==> src/rtl/mznm_pkg.sv <==
// Shared fetch-side types and constants for the mznm core.
// Latency: n/a (types, constants and one pure helper function).
// Backpressure: n/a.
//
// Contents:
//   INSTR_W, PC_W   instruction word and program-counter widths
//   NOP_INSTR       word placed in the IF/ID opcode slot on reset/flush
//   fetch_state_t   fetch FSM: S_WORD0 (expect opcode word), S_IMM (expect immediate word)
//   if_id_t         IF/ID pipeline register contents
//   has_imm()       tests the immediate-follows flag of an opcode word
package mznm_pkg;

    localparam int INSTR_W = 16;
    localparam int PC_W    = 32;

    localparam logic [INSTR_W-1:0] NOP_INSTR = 16'h0000;

    typedef enum logic {
        S_WORD0 = 1'b0,
        S_IMM   = 1'b1
    } fetch_state_t;

    typedef struct packed {
        logic               valid;
        logic [INSTR_W-1:0] instr;
        logic [INSTR_W-1:0] imm;
        logic [PC_W-1:0]    pc;
        logic               is32;
    } if_id_t;

    // An opcode word with its flag bit set is followed by one immediate word.
    function automatic logic has_imm(input logic [INSTR_W-1:0] word,
                                     input int                 flag_bit);
        return word[flag_bit];
    endfunction

endpackage

==> src/rtl/fetch_perf_counter.sv <==
// Two free-running event counters for the fetch stage (delivered instructions, bubbles).
// Latency: count reflects an event on the posedge that follows it.
// Backpressure: none; increments are single-cycle strobes, counters wrap modulo 2^CNT_W.
//
// Ports:
//   clk, reset      clock, synchronous active-high reset (clears both counters)
//   fetched_inc     strobe: an instruction is being written into IF/ID this cycle
//   bubble_inc      strobe: IF/ID is being written invalid on a non-stalled cycle
//   fetched_cnt     running count of delivered instructions
//   bubble_cnt      running count of bubble cycles
module fetch_perf_counter #(
    parameter int CNT_W = 32
) (
    input  logic             clk,
    input  logic             reset,
    input  logic             fetched_inc,
    input  logic             bubble_inc,
    output logic [CNT_W-1:0] fetched_cnt,
    output logic [CNT_W-1:0] bubble_cnt
);
    import mznm_pkg::*;

    localparam logic [CNT_W-1:0] ONE = {{(CNT_W-1){1'b0}}, 1'b1};

    logic [CNT_W-1:0] fetched_q;
    logic [CNT_W-1:0] bubble_q;

    always_ff @(posedge clk) begin
        if (reset) begin
            fetched_q <= '0;
            bubble_q  <= '0;
        end else begin
            if (fetched_inc) begin
                fetched_q <= fetched_q + ONE;
            end
            if (bubble_inc) begin
                bubble_q <= bubble_q + ONE;
            end
        end
    end

    assign fetched_cnt = fetched_q;
    assign bubble_cnt  = bubble_q;

endmodule

==> src/rtl/fetch_stage.sv <==
// Instruction fetch: reads 16-bit words at pc, assembles 16/32-bit instructions into IF/ID.
// Latency: 1 cycle word->IF/ID for 16-bit instructions, 2 cycles (one bubble) for 32-bit ones.
// Backpressure: stall freezes IF/ID and the FSM and raises pc_hold combinationally; flush wins over stall.
//
// Optional feature: define FETCH_PERF_CNT_EN to add the perf_fetched/perf_bubbles
// counters (and the CNT_W parameter); without it those ports do not exist.
//
// Ports:
//   clk, reset      clock, synchronous active-high reset
//   pc              current PC (the PC stage changes it on negedge clk)
//   imem_addr       instruction-memory word address = pc[IMEM_AW-1:0], combinational
//   imem_data       word at imem_addr, combinational read
//   stall, flush    hazard-unit hold / redirect discard
//   pc_hold         = stall; the PC stage decodes it as "keep the current PC"
//   if_id_*         IF/ID register: valid, opcode word, immediate word, opcode PC, is32
//   perf_fetched    (FETCH_PERF_CNT_EN) instructions delivered
//   perf_bubbles    (FETCH_PERF_CNT_EN) non-stalled cycles that left IF/ID invalid
module fetch_stage #(
    parameter int                           IMEM_AW      = 20,
    parameter int                           IMM_FLAG_BIT = 15,
    parameter logic [mznm_pkg::INSTR_W-1:0] NOP_INSTR    = mznm_pkg::NOP_INSTR
`ifdef FETCH_PERF_CNT_EN
    ,
    parameter int                           CNT_W        = 32
`endif
) (
    input  logic                         clk,
    input  logic                         reset,
    input  logic [mznm_pkg::PC_W-1:0]    pc,
    output logic [IMEM_AW-1:0]           imem_addr,
    input  logic [mznm_pkg::INSTR_W-1:0] imem_data,
    input  logic                         stall,
    input  logic                         flush,
    output logic                         pc_hold,
    output logic                         if_id_valid,
    output logic [mznm_pkg::INSTR_W-1:0] if_id_instr,
    output logic [mznm_pkg::INSTR_W-1:0] if_id_imm,
    output logic [mznm_pkg::PC_W-1:0]    if_id_pc,
    output logic                         if_id_is32
`ifdef FETCH_PERF_CNT_EN
    ,
    output logic [CNT_W-1:0]             perf_fetched,
    output logic [CNT_W-1:0]             perf_bubbles
`endif
);
    import mznm_pkg::*;

    // ------------------------------------------------------------------
    // State
    // ------------------------------------------------------------------
    fetch_state_t       state_q, state_d;
    logic [INSTR_W-1:0] word0_q, word0_d;   // opcode word waiting for its immediate
    logic [PC_W-1:0]    pc0_q,   pc0_d;     // PC of that opcode word
    if_id_t             ifid_q,  ifid_d;

    // Memory address is a plain truncation: upper pc bits only matter for
    // if_id_pc, and the instruction memory wraps modulo 2^IMEM_AW.
    assign imem_addr = pc[IMEM_AW-1:0];

    // The PC stage must see the hold in the same cycle the stall is raised,
    // otherwise it would step past the word that IF/ID is refusing.
    assign pc_hold = stall;

    // ------------------------------------------------------------------
    // Next-state / next IF/ID
    // ------------------------------------------------------------------
    always_comb begin
        state_d = state_q;
        word0_d = word0_q;
        pc0_d   = pc0_q;
        ifid_d  = ifid_q;

        if (flush) begin
            // Redirect: whatever is in flight (including a half-assembled
            // 32-bit instruction) belongs to the wrong path.
            ifid_d.valid = 1'b0;
            ifid_d.instr = NOP_INSTR;
            state_d      = S_WORD0;
            word0_d      = '0;
            pc0_d        = '0;
        end else if (!stall) begin
            case (state_q)
                S_WORD0: begin
                    if (has_imm(imem_data, IMM_FLAG_BIT)) begin
                        // First half of a 32-bit instruction: park it and
                        // emit a bubble while the immediate is fetched.
                        word0_d      = imem_data;
                        pc0_d        = pc;
                        ifid_d.valid = 1'b0;
                        state_d      = S_IMM;
                    end else begin
                        ifid_d.valid = 1'b1;
                        ifid_d.instr = imem_data;
                        ifid_d.imm   = '0;
                        ifid_d.pc    = pc;
                        ifid_d.is32  = 1'b0;
                    end
                end
                S_IMM: begin
                    // The second word is pure data; its flag bit is not
                    // interpreted here.
                    ifid_d.valid = 1'b1;
                    ifid_d.instr = word0_q;
                    ifid_d.imm   = imem_data;
                    ifid_d.pc    = pc0_q;
                    ifid_d.is32  = 1'b1;
                    state_d      = S_WORD0;
                end
                default: begin
                    state_d = S_WORD0;
                end
            endcase
        end
    end

    // ------------------------------------------------------------------
    // Registers
    // ------------------------------------------------------------------
    always_ff @(posedge clk) begin
        if (reset) begin
            state_q      <= S_WORD0;
            word0_q      <= '0;
            pc0_q        <= '0;
            ifid_q.valid <= 1'b0;
            ifid_q.instr <= NOP_INSTR;
            ifid_q.imm   <= '0;
            ifid_q.pc    <= '0;
            ifid_q.is32  <= 1'b0;
        end else begin
            state_q <= state_d;
            word0_q <= word0_d;
            pc0_q   <= pc0_d;
            ifid_q  <= ifid_d;
        end
    end

    assign if_id_valid = ifid_q.valid;
    assign if_id_instr = ifid_q.instr;
    assign if_id_imm   = ifid_q.imm;
    assign if_id_pc    = ifid_q.pc;
    assign if_id_is32  = ifid_q.is32;

`ifdef FETCH_PERF_CNT_EN
    // ------------------------------------------------------------------
    // Performance counters
    // ------------------------------------------------------------------
    // A delivery is only counted when normal operation writes a valid
    // instruction; a bubble is any non-stalled cycle that leaves IF/ID
    // invalid (including flush cycles, but not flush+stall).
    logic fetched_inc;
    logic bubble_inc;

    assign fetched_inc = !reset && !flush && !stall && ifid_d.valid;
    assign bubble_inc  = !reset && !stall && !ifid_d.valid;

    fetch_perf_counter #(
        .CNT_W (CNT_W)
    ) u_perf (
        .clk         (clk),
        .reset       (reset),
        .fetched_inc (fetched_inc),
        .bubble_inc  (bubble_inc),
        .fetched_cnt (perf_fetched),
        .bubble_cnt  (perf_bubbles)
    );
`endif

endmodule
==> config.mk <==
export PLATFORM = sky130hd
export DESIGN_NAME = fetch_stage
export DESIGN_NICKNAME = d
export VERILOG_FILES = /design/src/rtl/mznm_pkg.sv /design/src/rtl/fetch_perf_counter.sv /design/src/rtl/fetch_stage.sv
export SDC_FILE = /design/constraint.sdc
export NUM_CORES = 1
export LEC_CHECK = 0
export BUFFER_PORTS_ARGS = -buffer_cell sky130_fd_sc_hd__buf_4
export CORE_UTILIZATION = 54
export CTS_BUF_LIST = sky130_fd_sc_hd__clkbuf_4 sky130_fd_sc_hd__clkbuf_8
export CTS_CLUSTER_SIZE = 8
export DETAILED_ROUTE_END_ITERATION = 7
export PLACE_DENSITY = 0.92
export SYNTH_ARGS = -nofsm -noshare
export SYNTH_HDL_FRONTEND = slang
export SYNTH_SLANG_ARGS = --single-unit
==> constraint.sdc <==
create_clock -name clk -period 1.9 [get_ports clk]
set_clock_uncertainty 0.15 [all_clocks]
set_input_delay 0.095 -clock clk [delete_from_list [all_inputs] [get_ports clk]]
set_output_delay 0.095 -clock clk [all_outputs]
set_load 0.01 [all_outputs]
# ---- Word-level counts from Yosys, hierarchy flattened
# Index checks and enable logic that the tools add are counted.
dict set report word_totals {
  elab_cells 21
  regBits 115
  input_bits 52
}
dict set report classes {
  n_reduce_logical 4
  n_mux 5
  n_eq_ne 1
  bitwise_logic 3
}
# operator count
set ops {}
lappend ops {{$pmux W66 S2} 1}
lappend ops {{$mux W65} 1}
lappend ops {{$reduce_and A3 Y1} 2}
lappend ops {{$not A1 Y1} 3}
lappend ops {{$mux W1} 2}
lappend ops {{$ne A2 B2 Y1 const B} 1}
lappend ops {{$pmux W1 S2} 1}
lappend ops {{$reduce_and A2 Y1} 1}
lappend ops {{$reduce_or A2 Y1} 1}

# ---- Depth between registers and ports, before layout
# Gate-level depths: netlist of the first run.
dict set report depth {
  ltp_word 3
  mapped_depth 6
  mapped_depth_nobuf 3
}

# ---- Worst setup path after synthesis of the first run
# No wires, ideal clock.
dict set report synth_timing {
  kind {register to register}
  start {register state_q}
  end {register pc0_q[10]}
  stages_incl_launch_ff 7
  required_time_ns 1.618
  arrival_ns 1.220
  path_buffers 3
  period_less_slack_ns 1.503
  path_slack_ns 0.397
  path_cell_list {dfxtp_1 buf_6 or3b_1 buf_2 buf_6 nand2_1 a21oi_1}
}
dict set report synth_via {
  elab_chain_cells 2
}
# item line_no
set synth_lines {}
lappend synth_lines {{from (decl)} fetch_stage.sv:51} ;# fetch_state_t state_q, state_d;
lappend synth_lines {{from (signal assigned)} fetch_stage.sv:130} ;# state_q <= state_d;
lappend synth_lines {{$not A1 Y1 (no source line)} -}
lappend synth_lines {{$reduce_and A3 Y1 (no source line)} -}
lappend synth_lines {{to (signal assigned)} fetch_stage.sv:132} ;# pc0_q <= pc0_d;
lappend synth_lines {{to (decl)} fetch_stage.sv:53} ;# logic [PC_W-1:0] pc0_q, pc0_d;
# Every way passes these cells.
# A chain may end at the register's enable or synchronous reset.

# ---- Worst setup path in the final report of the first run
dict set report layout_timing {
  start {register state_q}
  end {register ifid_q (netlist bit if_id_pc[21])}
}
dict set report layout_via {
  elab_chain_cells 3
  word_cells_on_any_way 4
}
# item line_no
set layout_lines {}
lappend layout_lines {{$not A1 Y1 (no source line)} -}
lappend layout_lines {{$ne A2 B2 Y1 (no source line)} -}
lappend layout_lines {{$reduce_and A3 Y1 (no source line)} -}
lappend layout_lines {{to (signal assigned)} fetch_stage.sv:133} ;# ifid_q <= ifid_d;
lappend layout_lines {{to (decl)} fetch_stage.sv:54} ;# if_id_t ifid_q, ifid_d;
# Several ways; a longest one is shown, not always the timed one.

==> results.md, run 1 <==
* Status: finished, final reports clean
* Initial antenna violation count at 0
* TritonRoute pass-1 iters at 7
* MaxCap Viol Count at 0
* Root Driver: clkbuf_8
* Syn Nets at between 600 and 700
* # resized after CTS at 0
* Routed Antenna Nets at 0
* RSZ-0062 raised after global routing: no
* Peak supply drop at between 0.4 and 0.5 mV
* TritonCTS Sinks at around 120
* Area Growth Syn to Fin at 37.7%
* Hold Violations, Final at 0
* Main combinational cell family by area after synthesis: compound AO/OA/AOI/OAI gates
* Worst-Skew Late Latency at around 420 ps
* Final nets at 763
* DP Worst Slack at 335 ps
* Number of synthesized register bits at about 120
* HP Class: reg -> reg
* Final core utilization at 76.3%
* Post-CTS setup buffer count at 0
* Hold slack at 305 ps
* Clock slew at reported path FFs at ~70 ps
* RR Startpoint: state_q$_SDFFE_PP0N_
* DRT Wirelength at around 14 mm
* Commonest non-fill, non-tap cell in the layout: buf_4
* Gr usage total at 31.1%
* Slew HR at between 60% and 70%
* Post-Syn Instances at around 550
* Final instance area at around 0.0066 sq mm
* Worst-Margin Slew at 530 ps
* Initial drt markers at roughly 330
* Synth Area in Simple Gates at 13.3%
* CTS tree: yes
* Layout Cells excl Fill at roughly 830
* CTS HTree Levels at 4
* Crit end category: register
* Fraction of synthesized cell area in xor and xnor cells at 0%
* I/O Pins at 139
* Dpl cells at about 750
* Post-Synth Adder-Cell Area at 0%
* Crit Path Class: reg -> reg
* Post-route minimum period at around 1800 ps
* Worst Setup SP: state_q$_SDFFE_PP0N_
* Syn avg cell area at 8.71 sq um
* Post-synthesis mux area share at under 10%
* Num CTS Buffers at 17
* Post-CTS Hold Buffers at 51
* Filler cell count at between 500 and 600
* Largest net degree at the start of global routing at 50
* Post-synthesis cell area at around 0.0048 sq mm
* Multi-input logic area at 0.00207 sq mm
* Register area at ~0.0023 sq mm
* Fin Setup TNS at 0 ps
* Critical path peak fanout at 18
* Vias per cell at ~5.7
* Register area share after synthesis at between 40% and 50%
* Critical Path AT at approximately 2000 ps
* Std cell rows at 34
* Final HPWL DP at a little over 8 mm
* Grt ovf at 0
* PortBufs at 138
* Drt drc at 0
* Die area at 0.00928 sq mm
* Placed inst area at between 0.005 and 0.006 sq mm
* Total power at 5.55 mW
* Die Y at around 96 um
* Number of global-route vias before repair at 4497
* Hold Startpoint: pc0_q[28]$_SDFFE_PP0P_
* Initial Util at 55.4%
* Die W at between 90 and 100 um
* Share of cells above drive strength 1 at 27.5%
* First-pass GRT wire length at 21.6 mm
* Commonest cells after routing, fill and taps aside: buf_4 (159), dfxtp_1 (114), a21oi_1 (111), nand2_1 (110), dlygate4sd3_1 (51)
* Vias after detailed routing at ~4.7k
* Final setup fails at 0
* Final WS setup at a little under 60 ps
* WL/cell at around 17 um
* Core Area at 0.00868 sq mm
* Max Fclk at between 0.5 and 0.6 GHz
* Yosys cell types at 24
* Compound-gate portion of the synthesized area at roughly a fifth
* CP Data Required Time at 2040 ps
* Final Max Slew Viols at 0
* Placer Congestion at about 0.79
* Pwr/cell area at ~840 mW/mm^2
* Antenna cells at 0
* Tcrit/Tclk final at 97.0%
* Clock buffer depth at 2
* Leak pwr at between 2 and 3 nW
* Synth warn at 0
* CP startpoint kind: register
-- state kept, by name, indices dropped and copies added (netlist names) --
register,count
state_q,1
pc0_q,32
if_id_valid,1
if_id_is32,1
word0_q,16
if_id_imm,16
if_id_instr,16
if_id_pc,32
-- synthesized netlist by cell type (all sizes together) --
cell	instances	area [sq um]
nand3b	1	7.51
a211oi	32	240
o21ai	32	160
dfxtp	115	2300
nor2	7	31.3
or3b	1	8.76
nor3b	2	31.3
buf	51	365
nand2b	1	6.26
nor2b	3	21.3
or2	2	12.5
mux2i	47	470
nor3	3	15.0
clkbuf	19	71.3
nand2	110	413
a21oi	111	556
or3	15	93.8
-- layout make-up --
| class | instances | share of cell area [%] |
|---|---|---|
| clock buffer | 22 | 4.48 |
| clock inverter | 10 | 1.57 |
| multi-input combinational | 367 | 31.3 |
| sequential | 115 | 34.8 |
| tap | 108 | 2.04 |
| timing repair buffer | 210 | 25.7 |
-- cell families after synthesis --
family                 count (synthesis)
and+or+nand+nor                      145
DFF                                  115
buffers and inverters                 70
AOI/OAI and AO/OA                    175
muxes                                 47
-- metal layers --
metal	part of all wire, %	global-route usage [%]
met5	0	0
met3	6.6	9.00
met2	51	54.6
met4	3.4	15.7
met1	39	33.9
-- where the power goes --
part           switching (mW)  internal, mW  leakage, nW
clock network           0.958          1.31        0.212
logic                   0.389         0.363         1.43
registers              0.0453          2.49        0.935
total                    1.39          4.15         2.57
-- final timing paths --
| kind | to | slack [ps] | cells after the start |
|---|---|---|---|
| max | if_id_pc[21]$_SDFFE_PP0P_ | 60 | 4 |
| min | pc0_q[28]$_SDFFE_PP0P_ | 300 | 2 |
| max reg2reg | if_id_pc[21]$_SDFFE_PP0P_ | 60 | 4 |
| min reg2reg | pc0_q[28]$_SDFFE_PP0P_ | 300 | 2 |
-- critical path, stage by stage (launching register included) --
cell and delay (ps):
dfxtp_4 380, buf_4 230, buf_4 350, mux2i_1 180, a211oi_1 410
Power figures use the tool's default switching activity.
==> run 2: changes to the inputs <==
--- a/config.mk
+++ b/config.mk
@@ -5,12 +5,12 @@
 export SDC_FILE = /design/constraint.sdc
 export NUM_CORES = 1
 export LEC_CHECK = 0
-export BUFFER_PORTS_ARGS = -buffer_cell sky130_fd_sc_hd__buf_4
+export BUFFER_PORTS_ARGS = -buffer_cell sky130_fd_sc_hd__buf_2
 export CORE_UTILIZATION = 54
 export CTS_BUF_LIST = sky130_fd_sc_hd__clkbuf_4 sky130_fd_sc_hd__clkbuf_8
-export CTS_CLUSTER_SIZE = 8
 export DETAILED_ROUTE_END_ITERATION = 7
 export PLACE_DENSITY = 0.92
 export SYNTH_ARGS = -nofsm -noshare
 export SYNTH_HDL_FRONTEND = slang
+export SYNTH_HIERARCHICAL = 1
 export SYNTH_SLANG_ARGS = --single-unit
==> results.md, run 2 <==
* Vias per cell at 5.69
* Die area at between 0.009 and 0.01 sq mm
* Number of synthesized register bits at 115
* Status: finished, final reports clean
* RSZ-0062 raised after global routing: no
* Worst-Margin Slew at 610 ps
* DP Worst Slack at around 270 ps
* Peak supply drop at 0.464 mV
* Critical Path End: if_id_pc[17]$_SDFFE_PP0P_
* WL/cell at about 16 um
* I/O Pins at roughly 140
* Placer Congestion at 0.777
* Antenna cells at 0
* # resized after CTS at 0
* Initial antenna violation count at 0
* Die Y at 96.3 um
* Critical path peak fanout at 29
* PortBufs at 138
* Vias after detailed routing at 4707
* Num CTS Buffers at 17
* Ranking of synthesized cells by area: dfxtp_1 (48%), a21oi_1 (12%), mux2i_1 (9.8%)
* Leak pwr at roughly 2.5 nW
* TritonRoute pass-1 iters at 6
* Commonest cells after routing, fill and taps aside: buf_2 (138), dfxtp_1 (114), a21oi_1 (111), nand2_1 (110), dlygate4sd3_1 (48)
* Crit end category: register
* Filler cell count at around 610
* Post-synth top cells: dfxtp_1 (115), a21oi_1 (111), nand2_1 (110)
* Gr usage total at between 20 and 30%
* Synth warn at 6
* Syn avg cell area at approximately 8.7 sq um
* Area Growth Syn to Fin at 29.7%
* Tcrit/Tclk final at between 80% and 90%
* Initial Util at a little under three fifths
* Critical Path AT at approximately 1900 ps
* Syn Nets at slightly above 600
* R2R Setup Slk at about 250 ps
* Worst hold stages at 5
* Top cell type's share of synthesized area at 47.9%
* Drt drc at 0
* Std cell rows at 34
* Clock buffer depth at 2
* First-pass GRT wire length at a little over 20 mm
* Ys async rst share at 0%
* Final setup fails at 0
* Commonest non-fill, non-tap cell in the layout: buf_2
* Final HPWL DP at just under 8 mm
* Yosys cell types at 24
* R2r endpoint: if_id_imm[15]$_SDFFE_PP0P_
* HP Class: in -> reg
* Register area share after synthesis at between 40% and 50%
* EDFF count, synth at 0
* Pwr/cell area at 868 mW/mm^2
* Share of cells above drive strength 1 at a little over a quarter
* Largest net degree at the start of global routing at 52
* Crit Path Class: in -> reg
* Root Driver: clkbuf_8
* Primary FF master, synth: dfxtp_1
* DRT Wirelength at between 10 and 15 mm
* CTS tree: yes
* Hold Violations, Final at 0
* Fin Setup TNS at 0 ps
* Grt ovf at 0
* Worst reg2reg path depth at 5
* Worst Setup SP: imem_data[15]
* Number of global-route vias before repair at around 4.5k
* MaxCap Viol Count at 0
* Slew HR at between 50% and 60%
* Final nets at approximately 760
* TritonCTS Sinks at 115
* Most instantiated library cell after synthesis: dfxtp_1
* Yosys top cell by area: dfxtp_1
* Die W at between 90 and 100 um
* CP startpoint kind: input port
* RR Startpoint: state_q$_SDFFE_PP0N_
* Max Fclk at between 0.5 and 0.6 GHz
* Routed Antenna Nets at 0
* CP Data Required Time at around 2100 ps
* Post-route minimum period at around 1700 ps
* Post-Syn Instances at around 550
* Post-CTS setup buffer count at 0
* CTS HTree Levels at 4
* Clock slew at reported path FFs at around 70 ps
* Final Max Slew Viols at 0
* Core Area at slightly below 0.009 sq mm
* Post-synthesis cell area at around 0.0048 sq mm
* Final WS setup at 203 ps
* Worst-Skew Late Latency at between 400 and 500 ps
* Initial drt markers at ~300
[run 2: cell count changes in the layout (fill, tap and decap cells not counted), sizes merged]
cell         change
dlygate4sd3      -3
clkinv           -1
clkinvlp         +1
buf              -2
[run 2: area by class of cell]
| cell class | count | area, sq um | share of cell area (%) |
|---|---|---|---|
| clock buffer | 22 | 284 | 4.56 |
| clock inverter | 10 | 106 | 1.71 |
| multi-input combinational | 367 | 2070 | 33.3 |
| sequential | 115 | 2310 | 37.0 |
| tap | 108 | 135 | 2.17 |
| timing repair buffer | 205 | 1330 | 21.3 |
[run 2: worst min path at each step]
stage,to,slack [ps],start
after floorplan,pc0_q[0]$_SDFFE_PP0P_,80,pc[0]
after global placement,pc0_q[27]$_SDFFE_PP0P_,200,pc[27]
after detailed placement,pc0_q[28]$_SDFFE_PP0P_,210,pc[28]
after CTS,state_q$_SDFFE_PP0N_,50,stall
after global routing,if_id_imm[8]$_SDFFE_PP0P_,110,flush
final,if_id_imm[6]$_SDFFE_PP0P_,100,flush
[run 2: cells by family after synthesis]
kind of cell / after synthesis / share of synthesized area (%)
mux: 47 / 9.79
flops: 115 / 47.9
simple gates: 145 / 13.3
compound gates: 175 / 19.9
buf+inv: 70 / 9.09
[run 2: where the power goes]
| part | internal (mW) | switching [mW] | leakage [nW] |
|---|---|---|---|
| sequential | 2.49 | 0.0406 | 0.935 |
| combinational | 0.292 | 0.377 | 1.34 |
| clock | 1.27 | 0.945 | 0.203 |
| total | 4.04 | 1.36 | 2.48 |
[run 2: timing repair]
| action | CTS | global route |
|---|---|---|
| hold buffers | 48 | 0 |
| setup endpoints to repair | 0 | 0 |
| hold endpoints to repair | 111 | 0 |
[run 2: through the flow]
stage | util, % | total power [mW] | std cells | hold slack, ps | area, sq um
6_report | 71.8 | 5.41 | 827 | 97.2 | 6230
5_1_grt | 71.8 | 5.62 | 827 | 105 | 6230
2_1_floorplan | - | 2.96 | 552 | 81.0 | 4810
3_3_place_gp | 61.8 | 3.13 | 747 | 198 | 5360
4_1_cts | 71.8 | 5.42 | 827 | 54.4 | 6230
3_5_place_dp | 61.8 | 3.15 | 747 | 207 | 5360
[run 2: worst max-delay path: stages]
cell and delay [ps]:
dlygate4sd3_1 540, buf_2 180, nor2b_2 190, buf_4 290, nor2_2 80, buf_4 220
a211oi_1 260
[run 2: layer usage]
layer	vias up	global-route usage (%)	wire [um]
met4	0	14.1	314
met5	-	0	0
met3	32	7.42	935
met2	224	50.4	6740
met1	2250	33.0	5060
li1	2201	-	-
